**src/rtl/timer_array_if.sv**
```systemverilog
// Core data-bus port of the timer array: request strobe, address/data and one-cycle response.
interface timer_array_if;
  logic        timer_valid;
  logic        timer_instr;
  logic [31:0] timer_addr;
  logic [31:0] timer_wdata;
  logic [3:0]  timer_wstrb;
  logic [31:0] timer_rdata;
  logic        timer_ready;

  modport master (
    output timer_valid, timer_instr, timer_addr, timer_wdata, timer_wstrb,
    input  timer_rdata, timer_ready
  );
  modport slave (
    input  timer_valid, timer_instr, timer_addr, timer_wdata, timer_wstrb,
    output timer_rdata, timer_ready
  );
endinterface

```
**src/rtl/timer_array.sv**
```systemverilog
// Multi-channel machine timer: shared prescaled 64-bit mtime, NCH compare channels with level irqs.
// Define TIMER_SNAPSHOT_EN to latch mtime[63:32] on an mtime-lo read for tear-free lo-then-hi reads.
module timer_array #(
  parameter int unsigned           NCH        = 4,
  parameter int unsigned           PRESCALE_W = 16,
  parameter logic [PRESCALE_W-1:0] DIV_RESET  = '0,
  parameter logic [63:0]           CMP_RESET  = 64'hFFFF_FFFF_FFFF_FFFF
) (
  input  logic           clk,
  input  logic           rst,
  timer_array_if.slave   bus,
  output logic [NCH-1:0] timer_irpt
);

  logic                  ready_q;
  logic [31:0]           rdata_q, rdata_d;
  logic [63:0]           mtime_q, mtime_d;
  logic [63:0]           cmp_q [NCH];
  logic [63:0]           cmp_d [NCH];
  logic [PRESCALE_W-1:0] cnt_q, cnt_d, div_q, div_d;
  logic                  en_q, en_d;
  logic [NCH-1:0]        irpt_q, irpt_d;
  logic                  req, wr, rd, tick, sel_mtime_lo;
  logic [11:0]           chan;
  logic [31:0]           ctrl_rd, ctrl_wr, rd_word, mtime_hi_rd;
  logic                  unused_bits;

  function automatic logic [31:0] merge_bytes(input logic [31:0] old_w, input logic [31:0] new_w,
                                              input logic [3:0] strb);
    logic [31:0] res;
    for (int b = 0; b < 4; b++) res[8*b +: 8] = strb[b] ? new_w[8*b +: 8] : old_w[8*b +: 8];
    return res;
  endfunction

  // A held valid is not re-accepted while its response is on the bus.
  assign req          = bus.timer_valid & ~ready_q;
  assign wr           = req & (|bus.timer_wstrb);
  assign rd           = req & ~(|bus.timer_wstrb);
  assign chan         = bus.timer_addr[14:3];
  assign sel_mtime_lo = bus.timer_addr[15] & (bus.timer_addr[3:2] == 2'd0);
  assign tick         = en_q & (cnt_q == div_q);

  always_comb begin
    ctrl_rd                   = '0;
    ctrl_rd[0]                = en_q;
    ctrl_rd[16 +: PRESCALE_W] = div_q;
  end
  assign ctrl_wr = merge_bytes(ctrl_rd, bus.timer_wdata, bus.timer_wstrb);

`ifdef TIMER_SNAPSHOT_EN
  logic [31:0] shadow_q;
  always_ff @(posedge clk or negedge rst) begin
    if (!rst) begin
      shadow_q <= '0;
    end else if (rd && sel_mtime_lo) begin
      shadow_q <= mtime_q[63:32];
    end
  end
  assign mtime_hi_rd = shadow_q;
`else
  assign mtime_hi_rd = mtime_q[63:32];
`endif

  always_comb begin
    rd_word = '0;
    if (!bus.timer_addr[15]) begin
      for (int i = 0; i < NCH; i++) begin
        if (chan == 12'(i)) rd_word = bus.timer_addr[2] ? cmp_q[i][63:32] : cmp_q[i][31:0];
      end
    end else begin
      case (bus.timer_addr[3:2])
        2'd0:    rd_word = mtime_q[31:0];
        2'd1:    rd_word = mtime_hi_rd;
        2'd2:    rd_word = ctrl_rd;
        default: rd_word = '0;
      endcase
    end
  end

  always_comb begin
    mtime_d = tick ? mtime_q + 64'd1 : mtime_q;
    cnt_d   = cnt_q;
    if (en_q) cnt_d = tick ? '0 : cnt_q + PRESCALE_W'(1);
    en_d    = en_q;
    div_d   = div_q;
    for (int i = 0; i < NCH; i++) cmp_d[i] = cmp_q[i];
    rdata_d = rd ? rd_word : rdata_q;
    // Bus writes to mtime override the tick increment of the same cycle.
    if (wr) begin
      if (!bus.timer_addr[15]) begin
        for (int i = 0; i < NCH; i++) begin
          if (chan == 12'(i)) begin
            if (bus.timer_addr[2]) begin
              cmp_d[i][63:32] = merge_bytes(cmp_q[i][63:32], bus.timer_wdata, bus.timer_wstrb);
            end else begin
              cmp_d[i][31:0] = merge_bytes(cmp_q[i][31:0], bus.timer_wdata, bus.timer_wstrb);
            end
          end
        end
      end else begin
        case (bus.timer_addr[3:2])
          2'd0: mtime_d = {mtime_q[63:32],
                           merge_bytes(mtime_q[31:0], bus.timer_wdata, bus.timer_wstrb)};
          2'd1: mtime_d = {merge_bytes(mtime_q[63:32], bus.timer_wdata, bus.timer_wstrb),
                           mtime_q[31:0]};
          2'd2: begin
            en_d  = ctrl_wr[0];
            div_d = ctrl_wr[16 +: PRESCALE_W];
            cnt_d = '0;
          end
          default: ;
        endcase
      end
    end
  end

  always_comb begin
    for (int i = 0; i < NCH; i++) irpt_d[i] = (mtime_q >= cmp_q[i]);
  end

  always_ff @(posedge clk or negedge rst) begin
    if (!rst) begin
      ready_q <= 1'b0;
      rdata_q <= '0;
      mtime_q <= '0;
      cnt_q   <= '0;
      en_q    <= 1'b1;
      div_q   <= DIV_RESET;
      irpt_q  <= '0;
      for (int i = 0; i < NCH; i++) cmp_q[i] <= CMP_RESET;
    end else begin
      ready_q <= req;
      rdata_q <= rdata_d;
      mtime_q <= mtime_d;
      cnt_q   <= cnt_d;
      en_q    <= en_d;
      div_q   <= div_d;
      irpt_q  <= irpt_d;
      for (int i = 0; i < NCH; i++) cmp_q[i] <= cmp_d[i];
    end
  end

  assign bus.timer_rdata = rdata_q;
  assign bus.timer_ready = ready_q;
  assign timer_irpt      = irpt_q;

  assign unused_bits = ^{bus.timer_instr, bus.timer_addr[31:16], bus.timer_addr[1:0], ctrl_wr[15:1]};

endmodule

```
**src/flat_wrapper.sv**
```systemverilog
// flat-port wrapper written by rule: the top's interface ports become plain ports
module timer_array_flat 
#(
  parameter int unsigned           NCH        = 4,
  parameter int unsigned           PRESCALE_W = 16,
  parameter logic [PRESCALE_W-1:0] DIV_RESET  = '0,
  parameter logic [63:0]           CMP_RESET  = 64'hFFFF_FFFF_FFFF_FFFF
)
  (clk, rst, timer_irpt, bus_timer_valid, bus_timer_instr, bus_timer_addr, bus_timer_wdata, bus_timer_wstrb, bus_timer_rdata, bus_timer_ready);
  timer_array_if bus_i ();
  input  logic clk;
  input  logic rst;
  output logic [NCH-1:0] timer_irpt;
  input wire logic [$bits(bus_i.timer_valid)-1:0] bus_timer_valid;
  input wire logic [$bits(bus_i.timer_instr)-1:0] bus_timer_instr;
  input wire logic [$bits(bus_i.timer_addr)-1:0] bus_timer_addr;
  input wire logic [$bits(bus_i.timer_wdata)-1:0] bus_timer_wdata;
  input wire logic [$bits(bus_i.timer_wstrb)-1:0] bus_timer_wstrb;
  output wire logic [$bits(bus_i.timer_rdata)-1:0] bus_timer_rdata;
  output wire logic [$bits(bus_i.timer_ready)-1:0] bus_timer_ready;
  assign bus_i.timer_valid = bus_timer_valid;
  assign bus_i.timer_instr = bus_timer_instr;
  assign bus_i.timer_addr = bus_timer_addr;
  assign bus_i.timer_wdata = bus_timer_wdata;
  assign bus_i.timer_wstrb = bus_timer_wstrb;
  assign bus_timer_rdata = bus_i.timer_rdata;
  assign bus_timer_ready = bus_i.timer_ready;
  timer_array #(.NCH(NCH), .PRESCALE_W(PRESCALE_W), .DIV_RESET(DIV_RESET), .CMP_RESET(CMP_RESET)) u_core (.clk(clk), .rst(rst), .bus(bus_i), .timer_irpt(timer_irpt));
endmodule
```
**config.mk**
```make
export PLATFORM = sky130hd
export DESIGN_NAME = timer_array_flat
export DESIGN_NICKNAME = d
export VERILOG_FILES = /design/src/rtl/timer_array_if.sv /design/src/rtl/timer_array.sv /design/src/flat_wrapper.sv
export SDC_FILE = /design/constraint.sdc
export NUM_CORES = 1
export LEC_CHECK = 0
export CORE_ASPECT_RATIO = 0.75
export CORE_MARGIN = 2
export CORE_UTILIZATION = 39
export DETAILED_ROUTE_END_ITERATION = 12
export SYNTH_ARGS = -nofsm -noshare
export SYNTH_HDL_FRONTEND = slang
export SYNTH_SLANG_ARGS = --single-unit
```
**constraint.sdc**
```tcl
create_clock -name clk -period 5.15 [get_ports clk]
set_input_delay 1.03 -clock clk [delete_from_list [all_inputs] [get_ports clk]]
set_output_delay 1.03 -clock clk [all_outputs]
set_load 0.005 [all_outputs]
```
==> results.sh <==
export IMPL_outcome="finished, final reports clean"
export IMPL_critPathCapture="u_core.timer_irpt[1]$_DFF_PN0_"
export IMPL_layout_commonest_cell="sky130_fd_sc_hd__nand2_1"
export IMPL_drt_pass1_iter_count=6
export IMPL_worst_r2r_path_depth=8
export IMPL_maximum_resistive_drop_on_vdd_mv=0.202
export IMPL_die_area_sq_um=68400
export IMPL_clock_tree_from_tritoncts="yes"
export IMPL_worstReg2RegStart="u_core.mtime_q[11]$_DFFE_PN0P_"
export IMPL_final_max_slew_violation_count=0
export IMPL_via_count_of_the_first_global_routing_pass=21500
export IMPL_drive_above_1_share=0.197
export IMPL_cts_resized_gates=0
export IMPL_cts_htree_levels=2
export IMPL_regToRegEndpoint="u_core.timer_irpt[1]$_DFF_PN0_"
export IMPL_finalSetupViolations=0
export IMPL_regToRegSetupSlack_ns=1.33
export IMPL_gp_congestion=0.979
export IMPL_final_hold_viol_count=0
export IMPL_final_period_utilization=0.741
export IMPL_syn_instance_count=2780
export IMPL_core_area_sq_um=65400
export IMPL_worst_setup_path_end_kind="flip-flop"
export IMPL_post_place_cells=3654
export IMPL_floorplan_rows=81
export IMPL_layout_nets=3160
export IMPL_max_capacitance_violation_count=0
export IMPL_timing_critical_path_from="u_core.mtime_q[11]$_DFFE_PN0P_"
export IMPL_synth_ff_latch_count=390
export IMPL_drt_wl_total_um=93200
export IMPL_postSynth_asyncResetShare=1.00
export IMPL_synth_net_count=3110
export IMPL_critical_path_class="flip-flop to flip-flop"
export IMPL_synth_top_flop_cell="sky130_fd_sc_hd__dfstp_2"
export IMPL_worstPathMaxFanout=9
export IMPL_route_vias_total=22200
export IMPL_routed_via_density=5.94
export IMPL_synthesis_area_sq_um=25800
export IMPL_grt_use_total=0.273
export IMPL_number_of_antenna_violations_at_the_first_check_in_global_routing=6
export IMPL_p_total_mw=9.07
export IMPL_grt_max_degree=86
export IMPL_chipWidth_um=301
export IMPL_avgSynthCellArea_sq_um=9.30
export IMPL_final_fill_count=6218
export IMPL_skew_ns=0.0140
export IMPL_synth_enable_flop_cells=0
export IMPL_syn_to_final_growth_pct=13.1
export IMPL_ant_nets=0
export IMPL_setup_worst_path_start_class="flip-flop"
export IMPL_final_core_util=0.447
export IMPL_fp_dieH_um=227
export IMPL_timing_critical_path_required_ns=5.56
export IMPL_clk_pin_slew_ns=0.06
export IMPL_hold_path_class="primary input to async pin"
export IMPL_synth_seq_area_share=0.390
export IMPL_power_leakage_nw=13.4
export IMPL_drc_errors_left=0
export IMPL_arrival_ns=4.23
export IMPL_initialDrtViolationCount=2142
export IMPL_clock_latency_ns=0.59
export IMPL_yosys_warnings=0
export IMPL_clkSinkCount=390
export IMPL_port_buffer_count=89
export IMPL_final_cell_mix="sky130_fd_sc_hd__nand2_1, sky130_fd_sc_hd__o21ai_0, sky130_fd_sc_hd__inv_1"
export IMPL_hpwl_after_detailed_placement_um=68700
export IMPL_cts_buffers=45
export IMPL_clockBufferDepth=3
export IMPL_avgRoutedWirePerCell_um=24.9
export IMPL_timing_slew_headroom=0.0953
export IMPL_design_portCount=109
export IMPL_starting_density_of_the_core=0.395
export IMPL_grt_overflow_total=0
export IMPL_timing_fmax_mhz=262
export IMPL_tightestPinTransition_ns=1.32
export IMPL_post_cts_hold_buffer_count=0
export IMPL_post_route_min_period_ns=3.82
export IMPL_rsz0062_at_grt="false"
export IMPL_power_density_nw_per_um2=310
export IMPL_cts_root_buffer="sky130_fd_sc_hd__clkbuf_16"
export IMPL_wire_length_of_the_first_global_routing_pass_um=139000
export IMPL_tns_ns=0
export IMPL_final_cell_count_no_fill=3736
export IMPL_netlist_cell_type_count=81
export IMPL_post_cts_setup_buffer_count=0
==> stage by stage <==
step	setup slack (ns)	cell area (sq um)	hold slack, ns
after floorplan	2.04	25800	0.487
after global placement	0.964	27700	0.498
after detailed placement	0.875	27700	0.502
after CTS	1.49	29200	0.495
after global routing	1.20	29200	0.530
final	1.33	29200	0.482
==> cells in the mapped netlist (all sizes together) (48+ instances only) <==
master    n  area, sq um
a21oi   129          646
clkbuf  104          390
dfrtp   133         3330
dfstp   257         6750
ha      258         3230
inv     270         1010
mux2     88          991
mux2i    68          681
mux4     48         1080
nand2   361         1360
nand3    58          295
nand4    60          390
nor2    166          623
o21ai   306         1530
==> per-layer routing <==
metal / part of all wire / GRT usage / routed length (um) / vias up
met5: 0.00044 / 0 / 41 / -
met4: 0.027 / 0.0796 / 2490 / 6
met3: 0.10 / 0.0763 / 9490 / 164
met2: 0.42 / 0.392 / 38800 / 954
met1: 0.46 / 0.398 / 42400 / 11000
li1: - / - / - / 10000
==> critical path: stages, from the launching register on <==
cell and delay [ns]:
sky130_fd_sc_hd__dfrtp_1 0.68, sky130_fd_sc_hd__ha_1 0.35, sky130_fd_sc_hd__a21oi_1 0.14, sky130_fd_sc_hd__o21ai_0 0.29, sky130_fd_sc_hd__a2111oi_0 1.21, sky130_fd_sc_hd__a21oi_1 0.41
sky130_fd_sc_hd__o21ai_0 0.25, sky130_fd_sc_hd__a21bo_2 0.15, sky130_fd_sc_hd__nand3_1 0.16
==> state kept, by name, indices dropped and copies added (netlist names) <==
register	count
u_core.en_q	1
u_core.cmp_q	256
u_core.bus.timer_rdata	32
u_core.bus.timer_ready	1
u_core.div_q	16
u_core.mtime_q	64
u_core.timer_irpt	4
u_core.cnt_q	16
==> how the worst min path moves through the flow <==
stage / endpoint / slack, ns / cells after the start
2_1_floorplan: u_core.cmp_q[118]$_DFFE_PN1P_ / 0.49 / 2
3_3_place_gp: u_core.cmp_q[119]$_DFFE_PN1P_ / 0.50 / 2
3_5_place_dp: u_core.bus.timer_rdata[7]$_DFFE_PN0P_ / 0.50 / 1
4_1_cts: u_core.mtime_q[41]$_DFFE_PN0P_ / 0.49 / 1
5_1_grt: u_core.bus.timer_rdata[11]$_DFFE_PN0P_ / 0.53 / 1
6_report: u_core.bus.timer_rdata[11]$_DFFE_PN0P_ / 0.48 / 1
==> logic make-up (layout without fill, tap and decap cells) <==
family | count (synthesis) | count (layout) | synth area share
AND/OR/NAND/NOR | 811 | 811 | 0.146
AO/OA/AOI/OAI | 679 | 679 | 0.161
buffers and inverters | 403 | 487 | 0.0596
flip-flops | 390 | 390 | 0.390
adder cells (fa/ha/maj) | 258 | 258 | 0.125
multiplexers | 204 | 204 | 0.106
XOR/XNOR | 35 | 35 | 0.0119
other | 0 | 1 | 0
==> power breakdown <==
part / leakage [nW] / internal, mW / total, mW / switching [mW]
clock network: 0.743 / 2.00 / 3.39 / 1.39
registers: 4.23 / 3.29 / 3.85 / 0.564
logic: 8.46 / 0.784 / 1.83 / 1.04
==> area by class of cell <==
class | instances | area (sq um) | area share
inverters | 270 | 1010 | 0.0347
repair buffers | 136 | 1310 | 0.0446
multi-input cells | 1987 | 14200 | 0.487
well taps | 871 | 1090 | 0.0373
clock buffers | 67 | 1310 | 0.0448
clock inverters | 14 | 198 | 0.00676
diodes | 1 | 2.50 | 0.0000856
flip-flops and latches | 390 | 10100 | 0.345
Note: power is estimated with default switching activity, not from simulation.
